**src/rtl/bram_stream_reader_pkg.sv**
```systemverilog
// Shared types and constants for the BRAM stream reader and its output buffer.
package bram_stream_reader_pkg;

    // Transfer sequencing states of the reader
    typedef enum logic [1:0] {
        IDLE  = 2'd0,
        READ  = 2'd1,
        DRAIN = 2'd2,
        DONE  = 2'd3
    } state_t;

    // Output buffer depth; also the cap on words buffered plus in flight
    localparam int BUF_DEPTH = 2;

    // Width of the buffer occupancy count (holds 0..BUF_DEPTH)
    localparam int BUF_CNT_W = $clog2(BUF_DEPTH + 1);

endpackage

```
**src/rtl/bram_stream_reader_stream_buf2.sv**
```systemverilog
// stream_buf2: two-entry valid/ready buffer with a fall-through path.
// A word pushed while the buffer is empty appears on the stream output in the
// same cycle, so a word returned by the RAM can be consumed with no extra stage.
// Words that are not consumed straight away are held in order until popped.
module stream_buf2
    import bram_stream_reader_pkg::*;
#(
    parameter int DATA_WIDTH = 8
) (
    input  logic                  clk,
    input  logic                  reset_n,
    input  logic                  flush_i,
    input  logic                  push_i,
    input  logic [DATA_WIDTH-1:0] data_i,
    output logic [BUF_CNT_W-1:0]  count_o,
    output logic [DATA_WIDTH-1:0] m_data_o,
    output logic                  m_valid_o,
    input  logic                  m_ready_i
);

    logic [DATA_WIDTH-1:0] mem_q [BUF_DEPTH];
    logic [BUF_CNT_W-1:0]  count_q, count_d;
    logic                  rdPtr_q, rdPtr_d;
    logic                  wrPtr_q, wrPtr_d;
    logic                  empty;
    logic                  pop;
    logic                  store;
    logic                  popMem;

    assign empty     = (count_q == '0);
    assign m_valid_o = !empty || push_i;
    assign m_data_o  = !empty ? mem_q[rdPtr_q] : (push_i ? data_i : '0);
    assign pop       = m_valid_o && m_ready_i;
    assign count_o   = count_q;

    // Decide whether the incoming word is stored or bypasses, and advance pointers
    always_comb begin
        store   = push_i && !(empty && pop);
        popMem  = pop && !empty;
        count_d = count_q + BUF_CNT_W'(store) - BUF_CNT_W'(popMem);
        rdPtr_d = popMem ? ~rdPtr_q : rdPtr_q;
        wrPtr_d = store  ? ~wrPtr_q : wrPtr_q;
    end

    // Buffer storage, occupancy and pointers; flush drops everything held
    always_ff @(posedge clk or negedge reset_n) begin
        if (!reset_n) begin
            for (int i = 0; i < BUF_DEPTH; i++) begin
                mem_q[i] <= '0;
            end
            count_q <= '0;
            rdPtr_q <= 1'b0;
            wrPtr_q <= 1'b0;
        end else if (flush_i) begin
            count_q <= '0;
            rdPtr_q <= 1'b0;
            wrPtr_q <= 1'b0;
        end else begin
            if (store) begin
                mem_q[wrPtr_q] <= data_i;
            end
            count_q <= count_d;
            rdPtr_q <= rdPtr_d;
            wrPtr_q <= wrPtr_d;
        end
    end

endmodule

```
**src/rtl/bram_stream_reader.sv**
```systemverilog
// bram_stream_reader: walks an address range of a synchronous-read block RAM
// and streams the words out over valid/ready with full backpressure.
// Reads are only issued while buffered plus in-flight words stay below the
// output buffer depth, so nothing returned by the RAM can ever be dropped.
// Optional feature macro: BRAM_STREAM_READER_ABORT_EN adds an abort input that
// cancels a running transfer and discards any words not yet delivered.
module bram_stream_reader
    import bram_stream_reader_pkg::*;
#(
    parameter int DATA_WIDTH = 8,
    parameter int ADDR_WIDTH = 2
) (
    input  logic                  clk,
    input  logic                  reset_n,
    input  logic                  start,
    input  logic [ADDR_WIDTH-1:0] base_addr,
    input  logic [ADDR_WIDTH:0]   len,
`ifdef BRAM_STREAM_READER_ABORT_EN
    input  logic                  abort,
`endif
    output logic                  busy,
    output logic                  done,
    output logic [ADDR_WIDTH-1:0] r_addr,
    input  logic [DATA_WIDTH-1:0] r_data,
    output logic [DATA_WIDTH-1:0] m_data,
    output logic                  m_valid,
    input  logic                  m_ready,
    output logic                  m_last
);

    localparam logic [ADDR_WIDTH:0] LEN_ONE = 1;

    state_t                state_q, state_d;
    logic [ADDR_WIDTH-1:0] rAddr_q, rAddr_d;
    logic [ADDR_WIDTH:0]   rdLeft_q, rdLeft_d;
    logic [ADDR_WIDTH:0]   beatLeft_q, beatLeft_d;
    logic                  inFlight_q, inFlight_d;
    logic [BUF_CNT_W-1:0]  bufCount;
    logic [2:0]            level;
    logic                  pop;
    logic                  issue;
    logic                  abortReq;

`ifdef BRAM_STREAM_READER_ABORT_EN
    assign abortReq = abort && ((state_q == READ) || (state_q == DRAIN));
`else
    assign abortReq = 1'b0;
`endif

    assign busy   = (state_q != IDLE);
    assign done   = (state_q == DONE);
    assign r_addr = rAddr_q;
    assign pop    = m_valid && m_ready;
    assign m_last = m_valid && (beatLeft_q == LEN_ONE);

    // Words that will still be held after this cycle's pop; a read may only
    // be issued when that leaves room for the word it brings back
    assign level = 3'(bufCount) + 3'(inFlight_q) - 3'(pop);
    assign issue = (state_q == READ) && (rdLeft_q != '0)
                   && (level < 3'(BUF_DEPTH)) && !abortReq;

    // Next-state, address walk and word/beat bookkeeping
    always_comb begin
        state_d    = state_q;
        rAddr_d    = rAddr_q;
        rdLeft_d   = rdLeft_q;
        beatLeft_d = beatLeft_q;
        inFlight_d = issue;

        case (state_q)
            IDLE: begin
                if (start) begin
                    rAddr_d    = base_addr;
                    rdLeft_d   = len;
                    beatLeft_d = len;
                    // An empty transfer idles one cycle in DRAIN so its done
                    // pulse lands where the first beat would have appeared
                    state_d    = (len != '0) ? READ : DRAIN;
                end
            end
            READ: begin
                if (issue && (rdLeft_q == LEN_ONE)) begin
                    state_d = DRAIN;
                end
            end
            DRAIN: begin
                if ((beatLeft_q == '0) || (pop && (beatLeft_q == LEN_ONE))) begin
                    state_d = DONE;
                end
            end
            DONE: begin
                state_d = IDLE;
            end
            default: begin
                state_d = IDLE;
            end
        endcase

        if (issue) begin
            rAddr_d  = rAddr_q + 1'b1;
            rdLeft_d = rdLeft_q - 1'b1;
        end
        if (pop) begin
            beatLeft_d = beatLeft_q - 1'b1;
        end
        if (abortReq) begin
            state_d    = DONE;
            inFlight_d = 1'b0;
        end
    end

    // State and counter registers
    always_ff @(posedge clk or negedge reset_n) begin
        if (!reset_n) begin
            state_q    <= IDLE;
            rAddr_q    <= '0;
            rdLeft_q   <= '0;
            beatLeft_q <= '0;
            inFlight_q <= 1'b0;
        end else begin
            state_q    <= state_d;
            rAddr_q    <= rAddr_d;
            rdLeft_q   <= rdLeft_d;
            beatLeft_q <= beatLeft_d;
            inFlight_q <= inFlight_d;
        end
    end

    stream_buf2 #(
        .DATA_WIDTH (DATA_WIDTH)
    ) u_buf (
        .clk       (clk),
        .reset_n   (reset_n),
        .flush_i   (abortReq),
        .push_i    (inFlight_q),
        .data_i    (r_data),
        .count_o   (bufCount),
        .m_data_o  (m_data),
        .m_valid_o (m_valid),
        .m_ready_i (m_ready)
    );

endmodule

```
**config.mk**
```make
export PLATFORM = sky130hd
export DESIGN_NAME = bram_stream_reader
export DESIGN_NICKNAME = d
export VERILOG_FILES = /design/src/rtl/bram_stream_reader_pkg.sv /design/src/rtl/bram_stream_reader_stream_buf2.sv /design/src/rtl/bram_stream_reader.sv
export SDC_FILE = /design/constraint.sdc
export NUM_CORES = 1
export LEC_CHECK = 0
export BUFFER_PORTS_ARGS = -buffer_cell sky130_fd_sc_hd__buf_2
export CORE_UTILIZATION = 50
export CTS_BUF_LIST = sky130_fd_sc_hd__clkbuf_8
export DETAILED_ROUTE_END_ITERATION = 10
export PLACE_DENSITY = 0.71
export SYNTH_ARGS = -nofsm -noshare
export SYNTH_HDL_FRONTEND = slang
export SYNTH_SLANG_ARGS = --single-unit
```
**constraint.sdc**
```tcl
create_clock -name clk -period 3.1 [get_ports clk]
set_input_delay 0.155 -clock clk [delete_from_list [all_inputs] [get_ports clk]]
set_output_delay 0.155 -clock clk [all_outputs]
set_load 0.02 [all_outputs]
```
==> results.toml <==
[job]
cap_violations = 0

[synth]
ys_seq_area_share_pct = 43.9
synth.avg_cell_area_um2 = 11.3
synth.most_common_cell = "dfrtp_1"
yosysTopAreaCell = "dfrtp_1"
ys_ff_latch = 31
synth_top_cells_by_count = "dfrtp_1 (31), inv_1 (13), ha_1 (12), mux2i_1 (12), o21ai_0 (12)"
synth_cells = 156
synth-edff-count = 0
ys_warn_count = 0
yosysTopAreaCellShare_pct = 43.9
synth_cell_types = 39
netlist_area_mm2 = 0.00177
async_reset_ff_share_pct = 100
synth_ff_type = "dfrtp_1"
syn-num-nets = 186
synthTopCellsByArea = "dfrtp_1 (44%), ha_1 (8.5%), mux2i_1 (6.8%)"

[power]
p_comb_share_pct = 51.0
power_density_mw_per_mm2 = 1090
p_seq_share_pct = 35.8
ir_drop_uv = 515
internal_power_mw = 1.27
p_sw_share_pct = 42.9
p_leak_nw = 1.01
switching_power_uw = 957
p_clk_share_pct = 13.2

[floorplanning]
coreArea_mm2 = 0.00336
fp.dieArea_mm2 = 0.00377
io_pins = 31
start_util_pct = 52.5
dieHeight_um = 61.4
die_x_um = 61.4
rows = 21

[setup_path]
crit_cells = 8
r2r_setup_slack_ps = 430
cp-endpoint = "rdLeft_q[0]"
endpoint_kind = "register"
cp_slowest_cell = "nor3_2"
crit_buf_inv = 1
r2r-end = "rdLeft_q[0]"
critPathKind = "reg -> reg"
worstPathRequired_ps = 3310
start_kind = "register"
crit_start = "u_buf.count_o[1]"
cp_data_arrival_time_ps = 2880
path_cells = "o31ai_2 -> buf_4 -> nor2_1 -> fa_1 -> xor2_1 -> nor3_2 -> and2b_2 -> o22ai_1"
crit_family = "simple AND/OR/NAND/NOR gates"
crit_fanout = 12
rr_worst_depth = 8
cp_slowest_stage_delay_ps = 580
r2r-start = "u_buf.count_o[1]"

[routing]
dr_total_vias = 1243
drt-total-wl_mm = 3.34
ant_nets = 0
viasPerCell = 5.24
wl_per_cell_um = 14.1
drt_first_iter_violations = 35
drc = 0
drt_pass1_iterations = 4

[sta]
final_max_slew_viol_count = 0
clock_skew_ps = 8.13
setup_viol = 0
min_period_ps = 2670
finalSetupTns_ps = 0
hold_violations = 0
worstMarginPinSlew_ps = 688
fin_crit_sh_pct = 86.2
clock.fmax_mhz = 374
rsz0062_at_grt = "false"
slew_headroom_pct = 54.2

[worst_hold_path]
hold_depth = 2
min_path_type = "in -> reg"

[clock_tree]
cts.repair.resized = 0
clk-insertion-delay-late_ps = 280
htree_levels = 2
clock-root-buffer = "clkbuf_8"
cts.sinks = 31
cts_tree = "built"
cts-buffers-inserted = 5
cts_buffer_depth = 2
holdBufCountCts = 1
clk_pin_slew_ps = 70
post_cts_buffers = 0

[placed_design]
place_inst = 228
gp_congestion = 0.803
io_buffers = 30
hpwl_mm = 2.49

[global_route]
grt_max_degree = 32
use_met1_pct = 24.3
antenna_found_initial = 0
use_met3_pct = 6.51
first_global_vias = 1216
grt_util_met2_pct = 33.9
busiest_layer = "met2"
grt_pass1_wl_mm = 5.38
overflow = 0
grtUsageTotal_pct = 20.5

[finish]
area_growth_pct = 15.7
n_antenna_cell = 0
instances_no_fill = 237
nNetsFinal = 220
drive_gt1_share_pct = 28.8
post-route-util_pct = 60.7

[run_status]
outcome = "finished, final reports clean"
kinds of logic (layout without fill, tap and decap cells):
group,Yosys count,count (layout),share of synthesized area [%]
adder cells (fa/ha/maj),13,13,9.64
flip-flops,31,31,43.9
XOR/XNOR,6,6,2.98
buffers and inverters,18,53,4.47
AO/OA/AOI/OAI,29,29,11.1
multiplexers,29,29,17.9
AND/OR/NAND/NOR,30,30,10.1
placed cells by master, fill, tap and decap left out, drive strengths merged, types with 6 or more instances in the layout:
cell type	count
inv	15
buf	31
mux2	17
dfrtp	31
o21ai	13
mux2i	12
nand3	10
ha	12
a21oi	6
how the worst min path moves through the flow:
stage | start | endpoint
finish | r_data[7] | u_buf.mem_q[15]
global route | r_data[6] | u_buf.mem_q[14]
CTS | r_data[7] | u_buf.mem_q[15]
detailed placement | reset_n | u_buf.mem_q[14]
global placement | reset_n | u_buf.mem_q[6]
floorplan | reset_n | beatLeft_q[0]
per-stage QoR:
step	total power, mW	setup WS [ps]	hold WS [ps]	instance area, um^2
final	2.23	429	123	2040
after global routing	2.42	212	132	2040
after CTS	2.25	403	111	2040
after detailed placement	1.95	421	241	1950
after global placement	1.89	516	220	1950
after floorplan	1.65	617	-141	1770
final cells by class:
cell class                      count  area (um^2)
Timing Repair Buffer               32          168
Clock inverter                      3         12.5
Inverter                           13         48.8
Tap cell                           46         57.6
Multi-Input combinational cell    107          911
Sequential cell                    31          776
Clock buffer                        5         68.8
Fill cell                         305         1320
registers in the layout, indices dropped and copies added, names as in the netlist:
signal,flops
u_buf.count_o,2
beatLeft_q,3
rdLeft_q,3
u_buf.wrPtr_q,1
u_buf.rdPtr_q,1
state_q,2
u_buf.mem_q,16
inFlight_q,1
r_addr,2
power by group through the flow:
stage          logic [mW]  registers [mW]  clock network [mW]
5_1_grt              1.27           0.831               0.320
2_1_floorplan       0.904           0.745                   0
6_report             1.14           0.800               0.294
3_3_place_gp         1.09           0.792                   0
3_5_place_dp         1.14           0.808                   0
4_1_cts              1.15           0.801               0.306
metal layers:
metal	share of wire, %	vias up
met1	45	584
met3	4.3	6
met2	48	32
met5	0	-
met4	2.1	0
li1	-	621
Note: power is estimated with default switching activity, not from simulation.
